===== src/rtl/analyzer_trig_pkg.sv =====
// Shared types for the analyzer trigger unit: FSM states, trigger mode codes, default widths.
package analyzer_trig_pkg;

  localparam int unsigned DefaultCntW = 16;

  typedef enum logic [1:0] {
    StIdle  = 2'd0,
    StArmed = 2'd1,
    StDelay = 2'd2,
    StFired = 2'd3
  } trig_state_e;

  typedef enum logic [1:0] {
    TRIG_LEVEL = 2'd0,
    TRIG_RISE  = 2'd1,
    TRIG_FALL  = 2'd2,
    TRIG_FORCE = 2'd3
  } trig_mode_e;

endpackage


===== src/rtl/analyzer_trig_match.sv =====
// Masked probe compare plus one cycle of match history, reduced to a per-cycle event by mode.
module analyzer_trig_match
  import analyzer_trig_pkg::*;
#(
  parameter int unsigned PROBE_W = 64
) (
  input  logic               clk_i,
  input  logic               rst_ni,
  input  logic [PROBE_W-1:0] probe_i,
  input  logic [PROBE_W-1:0] mask_i,
  input  logic [PROBE_W-1:0] value_i,
  input  logic [1:0]         mode_i,
  input  logic               clr_i,
  output logic               evt_o
);

  logic match;
  logic match_q, match_d;

  always_comb begin
    match   = ((probe_i ^ value_i) & mask_i) == '0;
    // Cleared on arm so a probe already matching counts as an entering edge.
    match_d = clr_i ? 1'b0 : match;
  end

  always_ff @(posedge clk_i) begin
    if (!rst_ni) begin
      match_q <= 1'b0;
    end else begin
      match_q <= match_d;
    end
  end

  always_comb begin
    evt_o = 1'b0;
    unique case (trig_mode_e'(mode_i))
      TRIG_LEVEL: evt_o = match;
      TRIG_RISE:  evt_o = match & ~match_q;
      TRIG_FALL:  evt_o = ~match & match_q;
      TRIG_FORCE: evt_o = 1'b1;
      default:    evt_o = 1'b0;
    endcase
  end

endmodule


===== src/rtl/analyzer_trigger_unit.sv =====
// Trigger generator for the logic analyzer: event counting, post-match delay, hold until full.
// Optional auto-fire timeout enabled by defining ANALYZER_TRIG_TIMEOUT_EN.
module analyzer_trigger_unit
  import analyzer_trig_pkg::*;
#(
  parameter int unsigned PROBE_W = 64,
  parameter int unsigned CNT_W   = DefaultCntW
) (
  input  logic               clk,
  input  logic               rst_n,
  input  logic [PROBE_W-1:0] probe,
  input  logic [PROBE_W-1:0] cfg_mask,
  input  logic [PROBE_W-1:0] cfg_value,
  input  logic [1:0]         cfg_mode,
  input  logic [CNT_W-1:0]   cfg_count,
  input  logic [CNT_W-1:0]   cfg_delay,
  input  logic [CNT_W-1:0]   cfg_timeout,
  input  logic               arm,
  input  logic               abort,
  input  logic               cap_full,
  output logic               trigger,
  output logic               armed,
  output logic               done,
  output logic               timed_out,
  output logic [CNT_W-1:0]   event_cnt
);

  localparam logic [CNT_W-1:0] CntOne  = CNT_W'(1);
  localparam logic [CNT_W:0]   CntOneX = (CNT_W+1)'(1);

  trig_state_e      state_q, state_d;
  logic [CNT_W-1:0] event_cnt_q, event_cnt_d;
  logic [CNT_W-1:0] dly_q, dly_d;
  logic             done_q, done_d;
  logic             evt, arm_accept, fire_timeout, timeout_hit, count_hit;
  logic [CNT_W-1:0] cnt_sat;
  logic [CNT_W:0]   cnt_plus1, cnt_need;

  analyzer_trig_match #(
    .PROBE_W(PROBE_W)
  ) u_match (
    .clk_i  (clk),
    .rst_ni (rst_n),
    .probe_i(probe),
    .mask_i (cfg_mask),
    .value_i(cfg_value),
    .mode_i (cfg_mode),
    .clr_i  (arm_accept),
    .evt_o  (evt)
  );

  always_comb begin
    cnt_sat   = (event_cnt_q == '1) ? event_cnt_q : event_cnt_q + CntOne;
    // Compare one bit wider so the +1 cannot wrap; a zero count behaves as one.
    cnt_plus1 = {1'b0, event_cnt_q} + CntOneX;
    cnt_need  = (cfg_count == '0) ? CntOneX : {1'b0, cfg_count};
    count_hit = evt && (cnt_plus1 >= cnt_need);
  end

  always_ff @(posedge clk) begin
    if (!rst_n) begin
      state_q     <= StIdle;
      event_cnt_q <= '0;
      dly_q       <= '0;
      done_q      <= 1'b0;
    end else begin
      state_q     <= state_d;
      event_cnt_q <= event_cnt_d;
      dly_q       <= dly_d;
      done_q      <= done_d;
    end
  end

  always_comb begin
    state_d      = state_q;
    event_cnt_d  = event_cnt_q;
    dly_d        = dly_q;
    arm_accept   = 1'b0;
    fire_timeout = 1'b0;
    done_d       = 1'b0;
    if (abort) begin
      state_d = StIdle;
    end else begin
      unique case (state_q)
        StIdle: begin
          if (arm && !cap_full) begin
            state_d     = StArmed;
            event_cnt_d = '0;
            arm_accept  = 1'b1;
          end
        end
        StArmed: begin
          if (evt) event_cnt_d = cnt_sat;
          if (count_hit) begin
            state_d = StDelay;
            dly_d   = cfg_delay;
          end else if (timeout_hit) begin
            state_d      = StFired;
            fire_timeout = 1'b1;
          end
        end
        StDelay: begin
          if (dly_q == '0) state_d = StFired;
          else dly_d = dly_q - CntOne;
        end
        StFired: begin
          if (cap_full) begin
            state_d = StIdle;
            done_d  = 1'b1;
          end
        end
        default: state_d = StIdle;
      endcase
    end
  end

  always_comb begin
    trigger   = (state_q == StFired);
    armed     = (state_q == StArmed) || (state_q == StDelay);
    done      = done_q;
    event_cnt = event_cnt_q;
  end

`ifdef ANALYZER_TRIG_TIMEOUT_EN
  logic [CNT_W-1:0] timer_q, timer_d;
  logic             timed_out_q, timed_out_d;

  always_comb begin
    timer_d     = timer_q;
    timed_out_d = timed_out_q;
    if (arm_accept) begin
      timer_d     = '0;
      timed_out_d = 1'b0;
    end else begin
      if (state_q == StArmed && timer_q != '1) timer_d = timer_q + CntOne;
      if (fire_timeout) timed_out_d = 1'b1;
    end
    // Fires on the cycle the timer would step onto cfg_timeout.
    timeout_hit = (cfg_timeout != '0) && (({1'b0, timer_q} + CntOneX) >= {1'b0, cfg_timeout});
    timed_out   = timed_out_q;
  end

  always_ff @(posedge clk) begin
    if (!rst_n) begin
      timer_q     <= '0;
      timed_out_q <= 1'b0;
    end else begin
      timer_q     <= timer_d;
      timed_out_q <= timed_out_d;
    end
  end
`else
  logic unused_timeout;
  assign unused_timeout = ^{cfg_timeout, fire_timeout};
  assign timeout_hit    = 1'b0;
  assign timed_out      = 1'b0;
`endif

endmodule


===== config.mk =====
export PLATFORM = sky130hd
export DESIGN_NAME = analyzer_trigger_unit
export DESIGN_NICKNAME = d
export VERILOG_FILES = /design/src/rtl/analyzer_trig_pkg.sv /design/src/rtl/analyzer_trig_match.sv /design/src/rtl/analyzer_trigger_unit.sv
export SDC_FILE = /design/constraint.sdc
export NUM_CORES = 1
export LEC_CHECK = 0
export ABC_AREA = 1
export CAP_MARGIN = 10
export CORE_ASPECT_RATIO = 1.75
export CORE_MARGIN = 2
export CORE_UTILIZATION = 41
export CTS_CLUSTER_SIZE = 40
export DETAILED_ROUTE_END_ITERATION = 7
export MAX_ROUTING_LAYER = met4
export PLACE_DENSITY = 0.89
export SETUP_SLACK_MARGIN = 0.2
export SLEW_MARGIN = 25
export SYNTH_ARGS = -nofsm -noshare
export SYNTH_HDL_FRONTEND = slang
export SYNTH_HIERARCHICAL = 1
export SYNTH_SLANG_ARGS = --single-unit

===== constraint.sdc =====
create_clock -name clk -period 4.02 [get_ports clk]
set_input_delay 1.005 -clock clk [delete_from_list [all_inputs] [get_ports clk]]
set_output_delay 1.005 -clock clk [all_outputs]
set_load 0.1 [all_outputs]

==> impl_metrics.json <==
{
  "ios": 267,
  "final_cell_area_sq_um": 6910,
  "final_core_util_pct": 69.7,
  "synth_nets": 1049,
  "yosys_warnings": 6,
  "overflow": 0,
  "cts_resized": 0,
  "r2r_cells": 22,
  "first_global_vias": 5362,
  "wl_per_cell_um": 13.2,
  "drc": 0,
  "yosysUniqueCellTypes": 41,
  "switching_share_pct": 32.5,
  "dp_slack_ps": 534,
  "drv_slew": 0,
  "clockBufferDepth": 2,
  "fin_nets": 1296,
  "startpoint_type": "flop",
  "cts_sinks": 36,
  "numCtsBuffers": 5,
  "via_per_inst": 4.89,
  "timing.hold.worst.start": "dly_q[0]$_SDFFE_PN0P_",
  "mostFrequentLayoutCells": "nand2_1 (267), clkdlybuf4s50_1 (248), nor2_1 (178), inv_1 (96), nand3_1 (44)",
  "crit_type": "flop to flop",
  "drive_gt1_share_pct": 3.41,
  "rows": 48,
  "hold_end": "dly_q[0]$_SDFFE_PN0P_",
  "syn_area_sq_um": 4170,
  "finalClockSkew_ps": 6.17,
  "power.density_nw_per_um2": 199,
  "dieArea_sq_um": 11000,
  "setup_viol": 0,
  "p_sw_mw": 0.446,
  "tightestPinTransition_ps": 988,
  "path_clk_slew_ps": 60,
  "fin_crit_ps": 3280,
  "max_cap_violations": 0,
  "die_w_um": 80.2,
  "antenna_found_initial": 2,
  "drt_iter0_drc": 170,
  "area_delta_synth_final_pct": 65.6,
  "wl_mm": 15.2,
  "core_region_area_sq_um": 9910,
  "seq_power_share_pct": 28.1,
  "p_comb_share_pct": 44.9,
  "r2r_end": "dly_q[11]$_SDFFE_PN0P_",
  "vias": 5641,
  "holdBufCountCts": 0,
  "irDropWorstVdd_mv": 0.274,
  "track_usage_pct": 28.2,
  "period_share_pct": 81.5,
  "critPathMaxFanout": 27,
  "grt_max_degree": 28,
  "synth-seq-cells": 36,
  "port_buffers": 249,
  "hold_ws_ps": 509,
  "globalplace.congestion": 0.945,
  "worst_slack_ps": 744,
  "cp_data_arrival_time_ps": 3450,
  "fill_cells": 889,
  "fp.dieH_um": 137,
  "status": "finished clean",
  "p_clk_share_pct": 27.0,
  "first_pass_iters": 4,
  "cts_setup_buffers": 0,
  "synth_cells": 780,
  "avgSynthCellArea_sq_um": 5.35,
  "holdPathStages": 2,
  "hold_violations": 0,
  "ys_seq_area_share_pct": 17.3,
  "htreeDepth": 2,
  "rsz0062_at_grt": "false",
  "endpoint_kind": "flop",
  "place_area_sq_um": 6770,
  "final_common_cell": "nand2_1",
  "critPathRequiredTime_ps": 4190,
  "root_buffer": "clkbuf_16",
  "grt_pass1_wl_mm": 23.7,
  "max_slew_margin_pct": 33.9,
  "ant_nets": 0,
  "finalSetupTns_ps": 0,
  "p_int_mw": 0.926,
  "power.leakage_nw": 3.33,
  "r2r_start": "event_cnt[0]$_SDFFE_PN0P_",
  "rrSetupSlack_ps": 740,
  "min_path_type": "flop to flop",
  "hpwl_mm": 12.8,
  "floorplan.initialDensity_pct": 42.1,
  "max_freq_ghz": 0.305,
  "cts_tree": "built",
  "clk_latency_ps": 280
}
[worst max-delay path by stage]
stage / startpoint / end / cells after the start
final: event_cnt[0]$_SDFFE_PN0P_ / dly_q[11]$_SDFFE_PN0P_ / 22
after CTS: event_cnt[0]$_SDFFE_PN0P_ / dly_q[11]$_SDFFE_PN0P_ / 22
after global placement: cfg_count[12] / dly_q[1]$_SDFFE_PN0P_ / 16
after global routing: event_cnt[0]$_SDFFE_PN0P_ / dly_q[8]$_SDFFE_PN0P_ / 23
after floorplan: event_cnt[0]$_SDFFE_PN0P_ / dly_q[2]$_SDFFE_PN0P_ / 21
after detailed placement: cfg_count[12] / dly_q[11]$_SDFFE_PN0P_ / 16
[worst max-delay path: stages, from the launching register on]
cell and delay, ps:
dfxtp_1 410, ha_1 210, nand3_1 160, nor2_1 180, inv_1 70, nor2_1 210
nand2_1 100, xor2_1 180, inv_1 90, ha_1 300, nand2_1 70, inv_1 50
nand2_1 50, nor2_1 90, nand3_1 80, nand3_1 70, nor2_1 40, nand2_1 90
nand2_2 70, nand2_4 230, nand2_2 210, nor2_1 150, nor2_1 60
[synth_stat cells]
master    instances  share of area, %
nor3_1            3              0.36
o21ai_0          10               1.2
a21o_1            1              0.18
inv_2             5              0.45
nor3b_2           1              0.30
nand2_1         267                24
nor3_2            1              0.24
xor2_1           12               2.5
or2_0             1              0.15
dfxtp_1          36                17
and3_1            1              0.15
o21ai_1           1              0.12
a21oi_1          34               4.1
nand3b_1          3              0.54
buf_4             2              0.36
conb_1            1             0.090
buf_6             2              0.54
nor2_4            2              0.54
clkbuf_1          4              0.36
nand3_4           1              0.42
clkinv_1          1             0.090
a22oi_1           2              0.36
nand3_1          44               5.3
xnor2_1           6               1.3
a21oi_2           1              0.21
o21a_1            1              0.18
mux2i_1           5               1.2
nor2_2            7               1.1
nand2_4           1              0.27
ha_1             22               6.6
nand4_1           6              0.90
o31ai_1           5              0.90
nand2_2           2              0.30
nor4_1            5              0.75
nand3_2           3              0.72
buf_2             4              0.48
a41o_1            1              0.24
inv_1            96               8.6
xnor2_2           1              0.39
o211a_1           1              0.24
nor2_1          178                16
[per-stage QoR]
step	total power, mW	cells
4_1_cts	1.37	1152
3_3_place_gp	0.988	1145
5_1_grt	1.47	1154
3_5_place_dp	1.00	1145
6_report	1.37	1154
2_1_floorplan	0.699	780
[cells by family after synthesis]
logic type / after synthesis / synth area share [%]
DFF: 36 / 17.3
other: 1 / 0.0899
and+or+nand+nor: 526 / 52.0
AOI/OAI and AO/OA: 57 / 7.71
buffers and inverters: 114 / 10.9
muxes: 5 / 1.20
adders and majority gates: 22 / 6.60
xor gates and xnor gates: 19 / 4.17
[power groups by stage]
stage	clock (mW)	combinational, mW	sequential (mW)
finish	0.370	0.616	0.386
detailed placement	0	0.609	0.393
global route	0.393	0.685	0.388
floorplan	0	0.307	0.391
global placement	0	0.596	0.393
CTS	0.377	0.612	0.385
[flip-flops by register name (all words and copies together), names as in the netlist]
register / flops
state_q: 2
u_match/match_q: 1
event_cnt: 16
dly_q: 16
done: 1
[per-layer routing]
layer	vias up	wire length, um	global-route usage (%)
met1	2401	5110	25.9
met3	70	1550	8.65
li1	2907	-	-
met5	-	0	-
met2	263	7490	49.1
met4	0	1080	19.4
[final cells by class]
cell class                 instances  area, sq um  area share, %
antenna                            2         5.00         0.0725
clock buffer                       6          129           1.87
clock inverter                     1         5.00         0.0725
inverter                         102          383           5.54
multi-input combinational        630         2990           43.4
sequential                        36          721           10.4
tap                              125          156           2.26
timing repair buffer             252         2510           36.4
No activity file was read; power rests on OpenSTA's default activity.
